`config.mk`:
```
export PLATFORM = sky130hd
export DESIGN_NAME = uart_boot_loader_flat
export DESIGN_NICKNAME = d
export VERILOG_FILES = /design/src/rtl/uart_boot_loader_if.sv /design/src/rtl/uart_boot_loader.sv /design/src/flat_wrapper.sv
export SDC_FILE = /design/constraint.sdc
export NUM_CORES = 1
export LEC_CHECK = 0
export BUFFER_PORTS_ARGS = -buffer_cell sky130_fd_sc_hd__buf_4
export CORE_ASPECT_RATIO = 1.25
export CORE_MARGIN = 2
export CORE_UTILIZATION = 55
export DETAILED_ROUTE_END_ITERATION = 6
export PLACE_DENSITY = 0.78
export SYNTH_ARGS = -nofsm -noshare
export SYNTH_HDL_FRONTEND = slang
export SYNTH_SLANG_ARGS = --single-unit
```
`constraint.sdc`:
```
create_clock -name clk -period 7.6 [get_ports clk]
set_clock_uncertainty 0.1 [all_clocks]
set_input_delay 0.76 -clock clk [delete_from_list [all_inputs] [get_ports clk]]
set_output_delay 0.76 -clock clk [all_outputs]
set_load 0.01 [all_outputs]
```
`src/rtl/uart_boot_loader_if.sv`:
```
// Avalon-MM write-master bundle between the UART boot loader and the memory interconnect.
interface uart_boot_loader_if;
  logic [31:0] avm_address;
  logic [31:0] avm_writedata;
  logic [3:0]  avm_byteenable;
  logic        avm_write;
  logic        avm_waitrequest;

  modport master (
    output avm_address,
    output avm_writedata,
    output avm_byteenable,
    output avm_write,
    input  avm_waitrequest
  );

  modport slave (
    input  avm_address,
    input  avm_writedata,
    input  avm_byteenable,
    input  avm_write,
    output avm_waitrequest
  );
endinterface

```
`src/rtl/uart_boot_loader.sv`:
```
// UART (8N1) boot loader: receives a framed, checksummed image and writes it word by word
// over Avalon-MM, keeping the CPU in reset until the image is loaded and verified.
module uart_boot_loader #(
  parameter int unsigned CLKS_PER_BIT = 434,
  parameter logic [31:0] BASE_ADDR    = 32'h0000_0000,
  parameter int unsigned MAX_WORDS    = 16384
) (
  input  logic                      clk,
  input  logic                      reset,
  input  logic                      uart_rx,
  uart_boot_loader_if.master        avm,
  output logic                      cpu_hold,
  output logic                      boot_done,
  output logic                      boot_err
);

  typedef enum logic [1:0] {RX_IDLE, RX_START, RX_DATA, RX_STOP} rx_state_t;
  typedef enum logic [2:0] {ST_HDR, ST_LEN, ST_DATA, ST_CSUM, ST_DONE, ST_ERR} boot_state_t;

  localparam logic [15:0] HALF_CNT = 16'(CLKS_PER_BIT / 2 - 1);
  localparam logic [15:0] BIT_CNT  = 16'(CLKS_PER_BIT - 1);
  localparam logic [31:0] MAX_LEN  = 32'(MAX_WORDS);

  function automatic logic [7:0] csum_add(input logic [7:0] sum, input logic [7:0] data);
    csum_add = sum + data;
  endfunction

  logic        rx_meta_r, rx_sync_r, rx_prev_r;
  rx_state_t   rx_state_r, rx_state_s;
  logic [15:0] rx_cnt_r, rx_cnt_s;
  logic [2:0]  rx_bit_r, rx_bit_s;
  logic [7:0]  rx_shift_r, rx_shift_s;
  logic        byte_valid_s, frame_err_s;

  boot_state_t state_r, state_s;
  logic [1:0]  byte_cnt_r;
  logic [31:0] len_r;
  logic [23:0] asm_r;
  logic [31:0] word_idx_r;
  logic [7:0]  sum_r;
  logic        csum_ok_r;

  logic [31:0] len_full_s, word_s;
  logic        word_done_s, overrun_s, load_word_s, pending_s, sum_match_s;

  logic        avm_write_r;
  logic [31:0] avm_address_r, avm_writedata_r;
  logic        cpu_hold_r, boot_done_r, boot_err_r;

  // Two-flop synchroniser plus one delayed copy for falling-edge detection
  always_ff @(posedge clk or posedge reset) begin
    if (reset) begin
      rx_meta_r <= 1'b1;
      rx_sync_r <= 1'b1;
      rx_prev_r <= 1'b1;
    end else begin
      rx_meta_r <= uart_rx;
      rx_sync_r <= rx_meta_r;
      rx_prev_r <= rx_sync_r;
    end
  end

  // Receiver bit-timing next-state logic
  always_comb begin
    rx_state_s   = rx_state_r;
    rx_cnt_s     = rx_cnt_r + 16'd1;
    rx_bit_s     = rx_bit_r;
    rx_shift_s   = rx_shift_r;
    byte_valid_s = 1'b0;
    frame_err_s  = 1'b0;
    case (rx_state_r)
      RX_IDLE: begin
        rx_cnt_s = 16'd0;
        if (rx_prev_r && !rx_sync_r) rx_state_s = RX_START;
        else                         rx_state_s = RX_IDLE;
      end
      RX_START: begin
        if (rx_cnt_r == HALF_CNT) begin
          rx_cnt_s = 16'd0;
          rx_bit_s = 3'd0;
          // a start bit that is high again at mid-bit was only a glitch
          if (rx_sync_r) rx_state_s = RX_IDLE;
          else           rx_state_s = RX_DATA;
        end else begin
          rx_state_s = RX_START;
        end
      end
      RX_DATA: begin
        if (rx_cnt_r == BIT_CNT) begin
          rx_cnt_s   = 16'd0;
          rx_shift_s = {rx_sync_r, rx_shift_r[7:1]};
          rx_bit_s   = rx_bit_r + 3'd1;
          if (rx_bit_r == 3'd7) rx_state_s = RX_STOP;
          else                  rx_state_s = RX_DATA;
        end else begin
          rx_state_s = RX_DATA;
        end
      end
      RX_STOP: begin
        if (rx_cnt_r == BIT_CNT) begin
          rx_state_s = RX_IDLE;
          if (rx_sync_r) byte_valid_s = 1'b1;
          else           frame_err_s  = 1'b1;
        end else begin
          rx_state_s = RX_STOP;
        end
      end
      default: rx_state_s = RX_IDLE;
    endcase
  end

  // Receiver state and datapath registers
  always_ff @(posedge clk or posedge reset) begin
    if (reset) begin
      rx_state_r <= RX_IDLE;
      rx_cnt_r   <= 16'd0;
      rx_bit_r   <= 3'd0;
      rx_shift_r <= 8'd0;
    end else begin
      rx_state_r <= rx_state_s;
      rx_cnt_r   <= rx_cnt_s;
      rx_bit_r   <= rx_bit_s;
      rx_shift_r <= rx_shift_s;
    end
  end

  assign pending_s   = avm_write_r & avm.avm_waitrequest;
  assign word_done_s = byte_valid_s & (state_r == ST_DATA) & (byte_cnt_r == 2'd3);
  assign overrun_s   = word_done_s & pending_s;
  assign load_word_s = word_done_s & ~pending_s;
  assign len_full_s  = {rx_shift_r, len_r[23:0]};
  assign word_s      = {rx_shift_r, asm_r};
  assign sum_match_s = (rx_shift_r == sum_r);

  // Frame-level next-state logic
  always_comb begin
    state_s = state_r;
    case (state_r)
      ST_HDR: begin
        if (frame_err_s)                              state_s = ST_ERR;
        else if (byte_valid_s && rx_shift_r == 8'hA5) state_s = ST_LEN;
        else                                          state_s = ST_HDR;
      end
      ST_LEN: begin
        if (frame_err_s) begin
          state_s = ST_ERR;
        end else if (byte_valid_s && byte_cnt_r == 2'd3) begin
          if (len_full_s > MAX_LEN)      state_s = ST_ERR;
          else if (len_full_s == 32'd0)  state_s = ST_CSUM;
          else                           state_s = ST_DATA;
        end else begin
          state_s = ST_LEN;
        end
      end
      ST_DATA: begin
        if (frame_err_s || overrun_s)                          state_s = ST_ERR;
        else if (word_done_s && (word_idx_r + 32'd1 == len_r)) state_s = ST_CSUM;
        else                                                   state_s = ST_DATA;
      end
      ST_CSUM: begin
        // release only once the last write has actually retired
        if (frame_err_s) begin
          state_s = ST_ERR;
        end else if (byte_valid_s) begin
          if (!sum_match_s)    state_s = ST_ERR;
          else if (!pending_s) state_s = ST_DONE;
          else                 state_s = ST_CSUM;
        end else if (csum_ok_r && !pending_s) begin
          state_s = ST_DONE;
        end else begin
          state_s = ST_CSUM;
        end
      end
      ST_DONE: state_s = ST_DONE;
      ST_ERR:  state_s = ST_ERR;
      default: state_s = ST_ERR;
    endcase
  end

  // Frame FSM state register
  always_ff @(posedge clk or posedge reset) begin
    if (reset) state_r <= ST_HDR;
    else       state_r <= state_s;
  end

  // Length capture, word assembly and running checksum
  always_ff @(posedge clk or posedge reset) begin
    if (reset) begin
      byte_cnt_r <= 2'd0;
      len_r      <= 32'd0;
      asm_r      <= 24'd0;
      word_idx_r <= 32'd0;
      sum_r      <= 8'd0;
      csum_ok_r  <= 1'b0;
    end else if (byte_valid_s) begin
      case (state_r)
        ST_LEN: begin
          case (byte_cnt_r)
            2'd0:    len_r[7:0]   <= rx_shift_r;
            2'd1:    len_r[15:8]  <= rx_shift_r;
            2'd2:    len_r[23:16] <= rx_shift_r;
            default: len_r[31:24] <= rx_shift_r;
          endcase
          byte_cnt_r <= byte_cnt_r + 2'd1;
        end
        ST_DATA: begin
          case (byte_cnt_r)
            2'd0:    asm_r[7:0]   <= rx_shift_r;
            2'd1:    asm_r[15:8]  <= rx_shift_r;
            2'd2:    asm_r[23:16] <= rx_shift_r;
            default: asm_r        <= asm_r;
          endcase
          sum_r      <= csum_add(sum_r, rx_shift_r);
          byte_cnt_r <= byte_cnt_r + 2'd1;
          if (byte_cnt_r == 2'd3) word_idx_r <= word_idx_r + 32'd1;
        end
        ST_CSUM: csum_ok_r <= sum_match_s;
        default: csum_ok_r <= csum_ok_r;
      endcase
    end
  end

  // Avalon write holding register and handshake
  always_ff @(posedge clk or posedge reset) begin
    if (reset) begin
      avm_write_r     <= 1'b0;
      avm_address_r   <= BASE_ADDR;
      avm_writedata_r <= 32'd0;
    end else if (load_word_s) begin
      avm_write_r     <= 1'b1;
      avm_address_r   <= BASE_ADDR + (word_idx_r << 2);
      avm_writedata_r <= word_s;
    end else if (avm_write_r && !avm.avm_waitrequest) begin
      avm_write_r <= 1'b0;
    end
  end

  // Registered status outputs; both terminal states are sticky until reset
  always_ff @(posedge clk or posedge reset) begin
    if (reset) begin
      cpu_hold_r  <= 1'b1;
      boot_done_r <= 1'b0;
      boot_err_r  <= 1'b0;
    end else begin
      cpu_hold_r  <= (state_r != ST_DONE);
      boot_done_r <= (state_r == ST_DONE);
      boot_err_r  <= (state_r == ST_ERR);
    end
  end

  assign avm.avm_write      = avm_write_r;
  assign avm.avm_address    = avm_address_r;
  assign avm.avm_writedata  = avm_writedata_r;
  assign avm.avm_byteenable = 4'hF;
  assign cpu_hold           = cpu_hold_r;
  assign boot_done          = boot_done_r;
  assign boot_err           = boot_err_r;

endmodule

```
`src/flat_wrapper.sv`:
```
// flat-port wrapper written by rule: the top's interface ports become plain ports
module uart_boot_loader_flat 
#(
  parameter int unsigned CLKS_PER_BIT = 434,
  parameter logic [31:0] BASE_ADDR    = 32'h0000_0000,
  parameter int unsigned MAX_WORDS    = 16384
)
  (clk, reset, uart_rx, cpu_hold, boot_done, boot_err, avm_avm_address, avm_avm_writedata, avm_avm_byteenable, avm_avm_write, avm_avm_waitrequest);
  uart_boot_loader_if avm_i ();
  input  logic clk;
  input  logic reset;
  input  logic uart_rx;
  output logic cpu_hold;
  output logic boot_done;
  output logic boot_err;
  output wire logic [$bits(avm_i.avm_address)-1:0] avm_avm_address;
  output wire logic [$bits(avm_i.avm_writedata)-1:0] avm_avm_writedata;
  output wire logic [$bits(avm_i.avm_byteenable)-1:0] avm_avm_byteenable;
  output wire logic [$bits(avm_i.avm_write)-1:0] avm_avm_write;
  input wire logic [$bits(avm_i.avm_waitrequest)-1:0] avm_avm_waitrequest;
  assign avm_avm_address = avm_i.avm_address;
  assign avm_avm_writedata = avm_i.avm_writedata;
  assign avm_avm_byteenable = avm_i.avm_byteenable;
  assign avm_avm_write = avm_i.avm_write;
  assign avm_i.avm_waitrequest = avm_avm_waitrequest;
  uart_boot_loader #(.CLKS_PER_BIT(CLKS_PER_BIT), .BASE_ADDR(BASE_ADDR), .MAX_WORDS(MAX_WORDS)) u_core (.clk(clk), .reset(reset), .uart_rx(uart_rx), .avm(avm_i), .cpu_hold(cpu_hold), .boot_done(boot_done), .boot_err(boot_err));
endmodule
```
After elaboration in Yosys (flattened, before gate mapping)
Cells that the tools add are included.

Shift-type cells: 0. Add/subtract/negate cells: 5. Multiplexer cells: 35. Divide/modulo/power cells: 0. Multipliers: 0. Bitwise logic cells: 7. Reductions and logical operators: 31. Equal/unequal tests: 20. Magnitude comparators: 1.

Operator list (count): $pmux W16 S3 (1); $mux W3 (12); $add A32 B1 Y32 const B (1); $eq A32 B32 Y1 (1); $gt A32 B15 Y1 const B (1); $logic_not A32 Y1 (1); $mux W16 (2); $reduce_and A3 Y1 (9); $add A16 B1 Y16 const B (1); $eq A16 B8 Y1 const B (1); $eq A16 B9 Y1 const B (1); $pmux W3 S5 (1); $mux W1 (14); $eq A3 B3 Y1 const B (3); $add A8 B8 Y8 (1); $eq A2 B2 Y1 const B (4); $eq A8 B8 Y1 (1); $eq A8 B8 Y1 const B (1); $pmux W2 S4 (1); $reduce_and A2 Y1 (4); $eq A3 B2 Y1 const B (2); $logic_and A1 B1 Y1 (6); $mux W2 (3); $pmux W3 S2 (1); 15 further kinds (26).

Memory bits (writable): 0. Latch bits: 0. Register bits after elaboration: 200. Output and inout bits: 72. Memory bits (read-only): 0. Memories: 0. Input port bits: 4.

Logic depth before layout (Yosys ltp)
Depth in word-level cells: 9. Gate-level depth with buffers: 10.

Worst setup path before layout
Ideal clock, no wire load.

Kind: reg-to-reg. Start: register u_core.rx_cnt_r[1]. End: register u_core.avm_writedata_r[4], in the netlist u_core.avm.avm_writedata[4]. Stages on the path, launching flop included: 11. Buffers on the path: 2. Arrival: 2.705 ns. Slack: 4.670 ns. Period minus slack after synthesis: 2.930 ns. Data required time: 7.375 ns. Cell sequence: dfrtp_1 > inv_1 > ha_1 > or4bb_1 > nor4_4 > nand4_1 > or2_1 > clkbuf_1 > a21oi_4 > buf_2 > mux2_2.

Word-level cells in the longest chain between the ends: 6.

RTL lines: start, declared (RTL line uart_boot_loader.sv:30) `logic [15:0] rx_cnt_r, rx_cnt_s;`; start signal, assigned (RTL line uart_boot_loader.sv:121) `rx_cnt_r <= rx_cnt_s;`; $eq A16 B9 Y1 (RTL line uart_boot_loader.sv:100) `if (rx_cnt_r == BIT_CNT) begin`; $mux W1 (RTL line uart_boot_loader.sv:100); $mux W1 (RTL line uart_boot_loader.sv:71) `case (rx_state_r)`; $and A1 B1 Y1 (2 in a row) (RTL line uart_boot_loader.sv:128) `assign word_done_s = byte_valid_s & (state_r == ST_DATA) & (byte_cnt_r == 2'd3);`; $and A1 B1 Y1 (RTL line uart_boot_loader.sv:130) `assign load_word_s = word_done_s & ~pending_s;`; end signal, assigned (RTL line uart_boot_loader.sv:232) `avm_writedata_r <= word_s;`; end, declared (RTL line uart_boot_loader.sv:47) `logic [31:0] avm_address_r, avm_writedata_r;`.

Every way passes these cells. A chain may end at the register's enable or synchronous reset.

Worst setup path in the final report
Start: register u_core.rx_cnt_r[2]. End: register u_core.avm_writedata_r[26], in the netlist u_core.avm.avm_writedata[26].

Same word-level chain as after synthesis.

==> report_table.html <==
<table>
<tr><th>Metric</th><th>Value</th></tr>
<tr><th colspan="2">Clocking</th></tr>
<tr><td>Worst-skew pair later-pin latency</td><td>450 ps</td></tr>
<tr><td>CTS clk-pin slew, worst paths</td><td>80 ps</td></tr>
<tr><td>Post CTS Setup Buffer Count</td><td>0</td></tr>
<tr><td>CTS H-Tree Depth</td><td>4</td></tr>
<tr><td>Count of cells resized by post-cts repair</td><td>0</td></tr>
<tr><td>Master cell of the clock root buffer</td><td>sky130_fd_sc_hd__clkbuf_16</td></tr>
<tr><td>Inserted Clock Buffers</td><td>17</td></tr>
<tr><td>Number of sinks on the clock net</td><td>200</td></tr>
<tr><td>Number of buffers on the longest clock path</td><td>2</td></tr>
<tr><td>TritonCTS clock tree</td><td>done</td></tr>
<tr><td>Quantity of hold-fixing buffers added after cts</td><td>0</td></tr>
<tr><th colspan="2">Timing</th></tr>
<tr><td>Max Slew Vio Count</td><td>0</td></tr>
<tr><td>Final clock period utilization by the worst path</td><td>56.2%</td></tr>
<tr><td>Final hold violations</td><td>0</td></tr>
<tr><td>Remaining max-slew budget at the tightest pin</td><td>29.6%</td></tr>
<tr><td>Upper clock frequency limit</td><td>234 MHz</td></tr>
<tr><td>Setup repair after global routing missed its margin</td><td>no</td></tr>
<tr><td>Worst slew pin tran</td><td>1050 ps</td></tr>
<tr><td>Post-layout minimum cycle time</td><td>4270 ps</td></tr>
<tr><td>Min setup slack post-route</td><td>3330 ps</td></tr>
<tr><td>Number of setup violations in the final report</td><td>0</td></tr>
<tr><td>Total negative slack</td><td>0 ps</td></tr>
<tr><th colspan="2">Floorplan</th></tr>
<tr><td>Initial Utilization</td><td>55.9%</td></tr>
<tr><td>Core Rows</td><td>54</td></tr>
<tr><td>Die height</td><td>153 um</td></tr>
<tr><td>Top-Level Pins</td><td>76</td></tr>
<tr><td>Core Box Area</td><td>17,400 um2</td></tr>
<tr><td>Area enclosed by the die boundary</td><td>18,800 um2</td></tr>
<tr><td>DIE WIDTH</td><td>123 um</td></tr>
<tr><th colspan="2">Global route</th></tr>
<tr><td>Global-route wire length before repair</td><td>33.6 mm</td></tr>
<tr><td>Number of antenna violations at the first check in global routing</td><td>0</td></tr>
<tr><td>Number of global-route vias before repair</td><td>6,640</td></tr>
<tr><td>Maximum number of pins on one net before global-route repair</td><td>137</td></tr>
<tr><td>GRT Total Usage</td><td>22.9%</td></tr>
<tr><td>GRT overflow</td><td>0</td></tr>
<tr><th colspan="2">Cells and area</th></tr>
<tr><td>Cell area after layout</td><td>11,000 um2</td></tr>
<tr><td>Final Net Count</td><td>922</td></tr>
<tr><td>Share of post-route cells with drive strength above 1</td><td>25.6%</td></tr>
<tr><td>Layout area overhead</td><td>12.9%</td></tr>
<tr><td>Filler Cell Count</td><td>1,400</td></tr>
<tr><td># diodes</td><td>0</td></tr>
<tr><td>Final Util</td><td>63.1%</td></tr>
<tr><th colspan="2">Power and ir drop</th></tr>
<tr><td>Static power due to leakage</td><td>5.36 nW</td></tr>
<tr><td>Total power divided by cell area</td><td>186 nW/um2</td></tr>
<tr><td>Worst voltage drop across the vdd grid</td><td>0.000130 V</td></tr>
<tr><td>Sum of internal, switching and leakage power</td><td>2.05 mW</td></tr>
<tr><th colspan="2">Route</th></tr>
<tr><td>Via/cell ratio</td><td>5.76</td></tr>
<tr><td>DRT antenna net count</td><td>0</td></tr>
<tr><td>DRT Wirelength</td><td>19.9 mm</td></tr>
<tr><td>Vias after detailed routing</td><td>6,524</td></tr>
<tr><td>First drt pass iteration count</td><td>4</td></tr>
<tr><td>Starting DRT DRC Count</td><td>406</td></tr>
<tr><td>Routed wire per std cell</td><td>17.5 um</td></tr>
<tr><td># DRC</td><td>0</td></tr>
<tr><th colspan="2">Logic synthesis</th></tr>
<tr><td>Post-synth design cell area</td><td>9740 um2</td></tr>
<tr><td>Count of yosys warnings during synthesis</td><td>0</td></tr>
<tr><td>Leading post-synthesis cells by cell area</td><td>sky130_fd_sc_hd__dfrtp_1, sky130_fd_sc_hd__mux2_2, sky130_fd_sc_hd__xnor2_1, sky130_fd_sc_hd__xor2_1, sky130_fd_sc_hd__ha_1</td></tr>
<tr><td>Largest area contributor in the netlist</td><td>sky130_fd_sc_hd__dfrtp_1</td></tr>
<tr><td>Proportion of synthesized chip area in sequential cells</td><td>51.4%</td></tr>
<tr><td>Most common library cells after synthesis</td><td>sky130_fd_sc_hd__dfrtp_1, sky130_fd_sc_hd__mux2_2, sky130_fd_sc_hd__nand2_1</td></tr>
<tr><td>Dominant cell by count in the synthesized netlist</td><td>sky130_fd_sc_hd__dfrtp_1</td></tr>
<tr><td>Count of different cell masters after synthesis</td><td>69</td></tr>
<tr><td>Average cell area after synthesis</td><td>11.5 um2</td></tr>
<tr><td>Number of enable flip-flop cells after synthesis</td><td>0</td></tr>
<tr><td>Fraction of synthesis flops using an asynchronous set or reset pin</td><td>100%</td></tr>
<tr><td>Top cell type's share of synthesized area</td><td>50.4%</td></tr>
<tr><td>Number of cells produced by synthesis</td><td>849</td></tr>
<tr><td>Total of flip-flops plus latches after synthesis</td><td>200</td></tr>
<tr><td>Most instantiated flip-flop cell in the synthesis netlist</td><td>sky130_fd_sc_hd__dfrtp_1</td></tr>
<tr><th colspan="2">Place</th></tr>
<tr><td>Placement Setup Slack</td><td>3320 ps</td></tr>
<tr><td>Placed wire-length estimate after detailed placement</td><td>13.4 mm</td></tr>
<tr><td>Total placed instance area</td><td>10,400 um2</td></tr>
<tr><td>Final Wtd Congestion</td><td>0.916</td></tr>
<tr><td>Number of buffers inserted by port buffering</td><td>69</td></tr>
<tr><th colspan="2">Worst setup path</th></tr>
<tr><td>WP data required</td><td>7840 ps</td></tr>
<tr><td>Data arrival time of the critical path</td><td>4510 ps</td></tr>
<tr><td>CP Capture Type</td><td>register</td></tr>
<tr><td>Stage delay of the slowest cell on the critical path</td><td>910 ps</td></tr>
<tr><td>Worst path cell trace</td><td>or4_1 &gt; nor4_4 &gt; nand4_1 &gt; or2_1 &gt; a21oi_4 &gt; buf_4 &gt; mux2_2</td></tr>
<tr><td>Maximum fanout count along the critical path</td><td>32</td></tr>
<tr><td>Cell type of the slowest stage on the worst timing path</td><td>sky130_fd_sc_hd__a21oi_4</td></tr>
<tr><td>Nature of the critical path startpoint</td><td>register</td></tr>
<tr><td>Startpoint-to-endpoint class of the critical path</td><td>reg2reg</td></tr>
<tr><th colspan="2">Job</th></tr>
<tr><td>Max-Cap Viols</td><td>0</td></tr>
<tr><th colspan="2">Hold path</th></tr>
<tr><td>Hold/Removal Path Class</td><td>reg2reg</td></tr>
<tr><th colspan="2">Status</th></tr>
<tr><td>Status</td><td>completed</td></tr>
</table>
==> per-stage QoR <==
stage	instances	hold slack (ps)
final	1132	260
after global routing	1132	263
after CTS	1132	260
after detailed placement	1100	247
after global placement	1100	247
after floorplan	853	245
==> cell families (layout without fill, tap and decap cells) <==
logic type	Yosys count	in the layout	synth area share, %
AND/OR/NAND/NOR	244	244	13.5
flip-flops	200	200	51.4
multiplexers	127	127	14.6
AO/OA/AOI/OAI	89	89	6.10
XOR/XNOR	87	87	7.82
buffers and inverters	77	132	3.35
adder cells (fa/ha/maj)	23	23	3.03
other	2	6	0.0771
==> worst max-delay path: cells and delay by family (launching register included) <==
family | cells | cell delay [ps]
AOI/OAI and AO/OA | 1 | 910
and+or+nand+nor | 4 | 1750
DFF | 1 | 440
buffers and inverters | 1 | 540
muxes | 1 | 390
==> cell type report <==
| cell class | count | area [um2] | share of cell area, % |
|---|---|---|---|
| clock inverters | 15 | 208 | 1.89 |
| inverters | 27 | 109 | 0.990 |
| clock buffers | 17 | 425 | 3.87 |
| multi-input cells | 576 | 4420 | 40.2 |
| well taps | 224 | 280 | 2.55 |
| repair buffers | 73 | 548 | 4.98 |
| flip-flops and latches | 200 | 5010 | 45.6 |
==> power breakdown <==
group | internal, mW | leakage [nW] | switching, mW | total, mW
Sequential | 1.07 | 2.77 | 0.00253 | 1.07
Combinational | 0.00515 | 2.29 | 0.0286 | 0.0337
Clock | 0.484 | 0.308 | 0.463 | 0.948
==> metal layers <==
layer	GRT usage [%]	part of all wire, %
met4	10.4	3.5
met5	0	0
met2	37.4	51
met3	4.98	3.4
met1	28.9	42
==> final timing paths <==
kind                                         start                           end  slack, ps  depth (start not counted)
worst max-delay path            u_core.rx_cnt_r[2]  u_core.avm.avm_writedata[26]       3330                          7
worst min-delay path              u_core.rx_meta_r              u_core.rx_sync_r        260                          0
worst max register to register  u_core.rx_cnt_r[2]  u_core.avm.avm_writedata[26]       3330                          7
worst min register to register    u_core.rx_meta_r              u_core.rx_sync_r        260                          0
max in group asynchronous                    reset          u_core.word_idx_r[6]       5650                          3
min in group asynchronous                    reset           u_core.rx_cnt_r[13]        420                          2
==> cell usage in the layout, fill, tap and decap left out, drive strengths merged, types with 5 or more instances in the layout <==
cell	synthesis	layout
nand3	29	29
ha	22	22
and2	7	7
nor2b	5	5
nand2	57	57
or4	8	8
nor3	10	10
a21oi	20	20
clkbuf	31	17
and3	6	6
clkinv	1	6
a31oi	6	6
o21ai	26	26
conb	2	6
dfrtp	196	196
buf	19	73
xor2	42	42
mux2	123	123
nor4	16	16
nand4	28	28
and4	8	8
xnor2	45	45
inv	26	35
nor2	47	47
==> sequential cells by signal, indices dropped and copies added (netlist names), 2 cells and up <==
name	cells
u_core.state_r	3
u_core.byte_cnt_r	2
u_core.sum_r	8
u_core.avm.avm_writedata	32
u_core.word_idx_r	32
u_core.rx_cnt_r	16
u_core.asm_r	24
u_core.rx_bit_r	3
u_core.avm.avm_address	30
u_core.len_r	32
u_core.rx_state_r	2
u_core.rx_shift_r	8
No activity file was read; power rests on OpenSTA's default activity.
